<file path="src/rtl/mic_ib_pkg.sv">
// Shared types and constants for the MIC instruction byte buffer.
package mic_ib_pkg;

  localparam int IB_BYTES = 8;
  localparam int IB_PTR_W = 3;

  typedef enum logic [1:0] {
    IB_IDLE = 2'd0,
    IB_WAIT = 2'd1,
    IB_DROP = 2'd2
  } ib_state_t;

  // Byte lanes of a returned longword that carry stream bytes: lanes align..3.
  function automatic logic [3:0] lane_mask(input logic [1:0] align);
    logic [3:0] mask;
    case (align)
      2'd0:    mask = 4'b1111;
      2'd1:    mask = 4'b1110;
      2'd2:    mask = 4'b1100;
      2'd3:    mask = 4'b1000;
      default: mask = 4'b1111;
    endcase
    return mask;
  endfunction

endpackage

</file>
<file path="src/rtl/mic_ibuf_if.sv">
// Memory-side prefetch bus of the instruction byte buffer.
interface mic_ibuf_if;
  logic        fetch_req_h;
  logic        fetch_ack_h;
  logic        mem_valid_h;
  logic [31:0] mem_data_h;

  modport master (
    output fetch_req_h,
    input  fetch_ack_h,
    input  mem_valid_h,
    input  mem_data_h
  );

  modport slave (
    input  fetch_req_h,
    output fetch_ack_h,
    output mem_valid_h,
    output mem_data_h
  );
endinterface

</file>
<file path="src/rtl/mic_ib_ram.sv">
// 8x8 byte store: four write lanes at wr_base+lane, four-byte rotated read at rd_ptr.
module mic_ib_ram
  import mic_ib_pkg::*;
(
  input  logic                clk,
  input  logic [3:0]          wr_en,
  input  logic [IB_PTR_W-1:0] wr_base,
  input  logic [31:0]         wr_data,
  input  logic [IB_PTR_W-1:0] rd_ptr,
  output logic [31:0]         rd_data
);

  logic [7:0] mem [IB_BYTES];

  // Write each enabled lane into its rotated byte slot; lane addresses never collide.
  always_ff @(posedge clk) begin
    for (int k = 0; k < 4; k++) begin
      if (wr_en[k]) begin
        mem[wr_base + IB_PTR_W'(k)] <= wr_data[8*k +: 8];
      end
    end
  end

  // Present the four bytes starting at rd_ptr, wrapping around the array.
  always_comb begin
    rd_data = 32'h0000_0000;
    for (int k = 0; k < 4; k++) begin
      rd_data[8*k +: 8] = mem[rd_ptr + IB_PTR_W'(k)];
    end
  end

endmodule

</file>
<file path="src/rtl/mic_ibuf.sv">
// MIC instruction byte buffer: longword prefetch FSM, 8-byte circular queue,
// redirect flush with in-flight fetch discard, and masked 4-byte decoder window.
module mic_ibuf #(
  parameter int IB_BYTES = 8
) (
  input  logic        b_clk_l,
  input  logic        reset_h,
  input  logic        flush_h,
  input  logic [1:0]  flush_pc_h,
  mic_ibuf_if.master  mem,
  input  logic [2:0]  take_h,
  output logic [31:0] ib_data_h,
  output logic [3:0]  ib_count_h,
  output logic        inc_pc_h
);
  import mic_ib_pkg::*;

  ib_state_t           state;
  ib_state_t           state_next;
  logic [3:0]          count;
  logic [IB_PTR_W-1:0] rd_ptr;
  logic [IB_PTR_W-1:0] wr_ptr;
  logic [1:0]          align;
  logic [3:0]          take_clamp;
  logic [3:0]          taken;
  logic [3:0]          written;
  logic                wr_fire;
  logic [3:0]          wr_en;
  logic [IB_PTR_W-1:0] wr_base;
  logic                fetch_req;
  logic [31:0]         rd_data;

  // Take/write amounts for this cycle; the take is clamped to the pre-write count.
  always_comb begin
    take_clamp = (take_h > 3'd4) ? 4'd4 : {1'b0, take_h};
    taken      = (take_clamp > count) ? count : take_clamp;
    wr_fire    = (state == IB_WAIT) && mem.mem_valid_h && !flush_h && !reset_h;
    written    = wr_fire ? (4'd4 - {2'b00, align}) : 4'd0;
    wr_en      = wr_fire ? lane_mask(align) : 4'b0000;
    wr_base    = wr_ptr - {1'b0, align};
  end

  // Request only with room for a full longword, never while redirecting or in reset.
  always_comb begin
    fetch_req = (state == IB_IDLE) && (count <= 4'(IB_BYTES - 4)) && !flush_h && !reset_h;
  end

  assign mem.fetch_req_h = fetch_req;

  // Fetch FSM next state; a flush turns an outstanding fetch into a drop unless data lands now.
  always_comb begin
    state_next = state;
    case (state)
      IB_IDLE: begin
        if (flush_h)                           state_next = IB_IDLE;
        else if (fetch_req && mem.fetch_ack_h) state_next = IB_WAIT;
        else                                   state_next = IB_IDLE;
      end
      IB_WAIT: begin
        if (flush_h)               state_next = mem.mem_valid_h ? IB_IDLE : IB_DROP;
        else if (mem.mem_valid_h)  state_next = IB_IDLE;
        else                       state_next = IB_WAIT;
      end
      IB_DROP: begin
        if (flush_h)               state_next = IB_DROP;
        else if (mem.mem_valid_h)  state_next = IB_IDLE;
        else                       state_next = IB_DROP;
      end
      default: state_next = IB_IDLE;
    endcase
  end

  // FSM state register.
  always_ff @(posedge b_clk_l) begin
    if (reset_h) state <= IB_IDLE;
    else         state <= state_next;
  end

  // Queue bookkeeping: flush empties the queue and loads the new stream byte offset.
  always_ff @(posedge b_clk_l) begin
    if (reset_h) begin
      count    <= 4'd0;
      rd_ptr   <= '0;
      wr_ptr   <= '0;
      align    <= 2'd0;
      inc_pc_h <= 1'b0;
    end else if (flush_h) begin
      count    <= 4'd0;
      rd_ptr   <= '0;
      wr_ptr   <= '0;
      align    <= flush_pc_h;
      inc_pc_h <= 1'b0;
    end else begin
      count    <= count - taken + written;
      rd_ptr   <= rd_ptr + taken[IB_PTR_W-1:0];
      wr_ptr   <= wr_ptr + written[IB_PTR_W-1:0];
      if (wr_fire) align <= 2'd0;
      inc_pc_h <= wr_fire;
    end
  end

  mic_ib_ram u_ram (
    .clk     (b_clk_l),
    .wr_en   (wr_en),
    .wr_base (wr_base),
    .wr_data (mem.mem_data_h),
    .rd_ptr  (rd_ptr),
    .rd_data (rd_data)
  );

  // Decoder window: only valid bytes are shown, everything reads zero during reset.
  always_comb begin
    ib_count_h = reset_h ? 4'd0 : count;
    ib_data_h  = 32'h0000_0000;
    for (int k = 0; k < 4; k++) begin
      if (!reset_h && (count > 4'(k))) ib_data_h[8*k +: 8] = rd_data[8*k +: 8];
      else                             ib_data_h[8*k +: 8] = 8'h00;
    end
  end

endmodule
</file>
<file path="src/flat_wrapper.sv">
// flat-port wrapper written by rule: the top's interface ports become plain ports
module mic_ibuf_flat import mic_ib_pkg::*;
#(
  parameter int IB_BYTES = 8
)
  (b_clk_l, reset_h, flush_h, flush_pc_h, take_h, ib_data_h, ib_count_h, inc_pc_h, mem_fetch_req_h, mem_fetch_ack_h, mem_mem_valid_h, mem_mem_data_h);
  mic_ibuf_if mem_i ();
  input  logic b_clk_l;
  input  logic reset_h;
  input  logic flush_h;
  input  logic [1:0] flush_pc_h;
  input  logic [2:0] take_h;
  output logic [31:0] ib_data_h;
  output logic [3:0] ib_count_h;
  output logic inc_pc_h;
  output wire logic [$bits(mem_i.fetch_req_h)-1:0] mem_fetch_req_h;
  input wire logic [$bits(mem_i.fetch_ack_h)-1:0] mem_fetch_ack_h;
  input wire logic [$bits(mem_i.mem_valid_h)-1:0] mem_mem_valid_h;
  input wire logic [$bits(mem_i.mem_data_h)-1:0] mem_mem_data_h;
  assign mem_fetch_req_h = mem_i.fetch_req_h;
  assign mem_i.fetch_ack_h = mem_fetch_ack_h;
  assign mem_i.mem_valid_h = mem_mem_valid_h;
  assign mem_i.mem_data_h = mem_mem_data_h;
  mic_ibuf #(.IB_BYTES(IB_BYTES)) u_core (.b_clk_l(b_clk_l), .reset_h(reset_h), .flush_h(flush_h), .flush_pc_h(flush_pc_h), .mem(mem_i), .take_h(take_h), .ib_data_h(ib_data_h), .ib_count_h(ib_count_h), .inc_pc_h(inc_pc_h));
endmodule
</file>
<file path="config.mk">
export PLATFORM = sky130hd
export DESIGN_NAME = mic_ibuf_flat
export DESIGN_NICKNAME = d
export VERILOG_FILES = /design/src/rtl/mic_ib_pkg.sv /design/src/rtl/mic_ibuf_if.sv /design/src/rtl/mic_ib_ram.sv /design/src/rtl/mic_ibuf.sv /design/src/flat_wrapper.sv
export SDC_FILE = /design/constraint.sdc
export NUM_CORES = 1
export LEC_CHECK = 0
export ABC_AREA = 1
export ABC_CLOCK_PERIOD_IN_PS = 6900
export BUFFER_PORTS_ARGS = -buffer_cell sky130_fd_sc_hd__buf_2
export CAP_MARGIN = 20
export CELL_PAD_IN_SITES_DETAIL_PLACEMENT = 2
export CELL_PAD_IN_SITES_GLOBAL_PLACEMENT = 2
export CORE_MARGIN = 2
export CORE_UTILIZATION = 36
export DETAILED_ROUTE_END_ITERATION = 6
export PLACE_DENSITY = 0.91
export SLEW_MARGIN = 40
export SYNTH_ARGS = -nofsm -noshare
export SYNTH_HDL_FRONTEND = slang
export SYNTH_HIERARCHICAL = 1
export SYNTH_SLANG_ARGS = --single-unit
</file>
<file path="constraint.sdc">
create_clock -name b_clk_l -period 6.9 [get_ports b_clk_l]
set_input_delay 0.69 -clock b_clk_l [delete_from_list [all_inputs] [get_ports b_clk_l]]
set_output_delay 0.69 -clock b_clk_l [all_outputs]
set_load 0.005 [all_outputs]
</file>
==> metrics.txt <==
status finished clean; hold_buf cts 0; Tmin final 3.946 ns; VDD IR max 0.0001294 V; Die Footprint 0.02375 mm²; post-synth top area share 23.69%; Setup crit end kind flop; DP Worst Slack 2.832 ns; top_reg_cell synth edfxtp_1; CP Launch Type flop; Starting Density 36.95%; most frequent cells in the layout nand2_1 (494), inv_1 (150), nand3_1 (112); CTS root buffer clkbuf_16; first-pass GRT wire length 60450 µm; vias in the first global route 9647; chip height 154.1 µm; CTS H-tree depth 3; total number of vias 9342; core box area 0.02196 mm²; Wirelength per Cell 25.02 µm; routed vias/inst 5.898; total of max-cap violations 0; Die X 154.1 µm; clk_skew 0.006363 ns; Worst-Margin Slew 0.8712 ns; final WL 39630 µm; register area share after synthesis 27.39%; n_diodes 0; RSZ-0062 raised after global routing no; Setup TNS 0 ns; Final setup viols 0; Final Hold Fails 0; Post-CTS Resized 0; critical path class reg2reg; Crit path arrival time 3.87 ns; Remaining DRCs 0; Synth Area per Inst 6.328 µm²; Overall Global Routing Usage 33.32%; layout cell share with drive strength beyond 1 11.96%; Area Growth Syn to Fin 8.560%; CTS tree done; warnings from Yosys 6; GRT overflow 0; num rows 54; top cells by area, synth edfxtp_1 (24%), nand2_1 (23%), inv_1 (7.0%); Mapped Area 0.008113 mm²; worst min-delay path category reg2reg; Post-synth EDFFs 64; worst skew pair latency 0.35 ns; Leak Pwr 0.004253 µW; PD cells 234.7 mW/mm²; CTS Sinks 79; GPL Wtd Cong 0.9426; number of buffers added on ports 79; #FFs+latches synth 79; First-pass DRT Iterations 5; CTS Buf Count 9; # nets final 1365; io pins 80; asr flop ratio synth 0%; pin count of the biggest net entering global routing 75; starting DRC count in detailed routing 874; post-synth top area cell edfxtp_1; crit path max fanout 37; max frequency 0.2534 GHz; syn_nets 1348; pins over their slew limit 0; synth unique cells 40; final worst slack 2.954 ns; Synth Instances 1282; Max transition margin 41.75%; Clock Path Buffers 2; Post-CTS Repair Setup Buffers 0; antenna violation net count after detailed routing 0; Post-DP HPWL 30410 µm; initial antenna violation count 0; commonest non-fill, non-tap cell in the layout nand2_1; worst path required time 6.82 ns; clock-pin slew on the worst setup and hold paths 0.06 ns; Tcrit/Tclk final 57.19%
[flip-flops by register name (all words and copies together) (netlist names)]
register	count
u_core/state	2
u_core/inc_pc_h	1
u_core/u_ram/mem	64
u_core/count	4
u_core/rd_ptr	3
u_core/wr_ptr	3
u_core/align	2
[critical path, stage by stage, from the launching register on]
cell and delay (ns):
dfxtp_1 0.36, inv_1 0.06, ha_1 0.20, fa_1 0.43, inv_1 0.30, inv_2 0.10
ha_1 0.28, buf_4 0.43, inv_4 0.29, nand3_1 0.49, nand4_1 0.55
[where the power goes]
group	internal, µW	switching, µW	total (µW)
Combinational	315	714	1030
Sequential	529	27.0	556
Clock	278	204	482
Total	1120	946	2070
[Yosys cell counts, types with 2 or more instances]
cell,instances
nor3_4,2
xnor2_1,3
o21ai_0,48
buf_2,27
o21ai_1,4
dfxtp_1,15
nand3_2,8
nand3_4,5
nor2_1,93
clkbuf_2,3
nor2_8,2
nand2_2,3
mux2i_1,28
nand2_4,3
a21oi_2,2
buf_1,7
buf_4,5
edfxtp_1,64
nand3_1,112
fa_1,6
inv_2,9
ha_1,18
o21ai_2,3
xor2_1,3
inv_1,152
nand2_1,494
nor2_4,10
o211ai_1,4
a21oi_1,28
buf_6,8
clkbuf_1,27
nand4_1,78
[final cells by class]
cell class	instances	area [µm²]
multi-input cells	963	4883
clock inverters	5	48.80
clock buffers	11	232.7
well taps	280	350.3
flip-flops and latches	79	2223
fillers	2779	13150
inverters	163	619.3
repair buffers	83	449.2
[layer usage]
layer / wire (µm) / global-route usage, % / vias up
met4: 1442 / 12.11 / 0
li1: - / - / 4153
met3: 2272 / 2.959 / 79
met5: 0 / 0 / -
met2: 18970 / 56.40 / 391
met1: 16940 / 44.42 / 4719
[final timing paths]
path / slack (ns) / from / to / cells past startpoint
worst max-delay path: 2.95 / u_core/wr_ptr[0] / u_core/u_ram/mem[7][3] / 10
worst min-delay path: 0.57 / u_core/align[1] / u_core/align[1] / 2
worst max register to register: 2.95 / u_core/wr_ptr[0] / u_core/u_ram/mem[7][3] / 10
worst min register to register: 0.57 / u_core/align[1] / u_core/align[1] / 2
[per-stage QoR]
stage	hold slack (ns)	total power (µW)	cell area [µm²]	utilization, %	std cells
floorplan	0.4740	1209	8113	-	1282
global placement	0.4951	1460	8477	38.60	1567
detailed placement	0.5354	1556	8484	38.64	1567
CTS	0.5642	2060	8766	39.92	1583
global route	0.5767	2203	8807	40.11	1584
finish	0.5676	2067	8807	40.11	1584
[kinds of logic after synthesis]
kind of cell               synth area share [%]
and+or+nand+nor                           45.45
buffers and inverters                     12.63
AOI/OAI and AO/OA                         6.169
DFF                                       27.39
muxes                                     3.455
adders and majority gates                 4.257
xor gates and xnor gates                 0.6479
(Power assumes the default switching activity.)
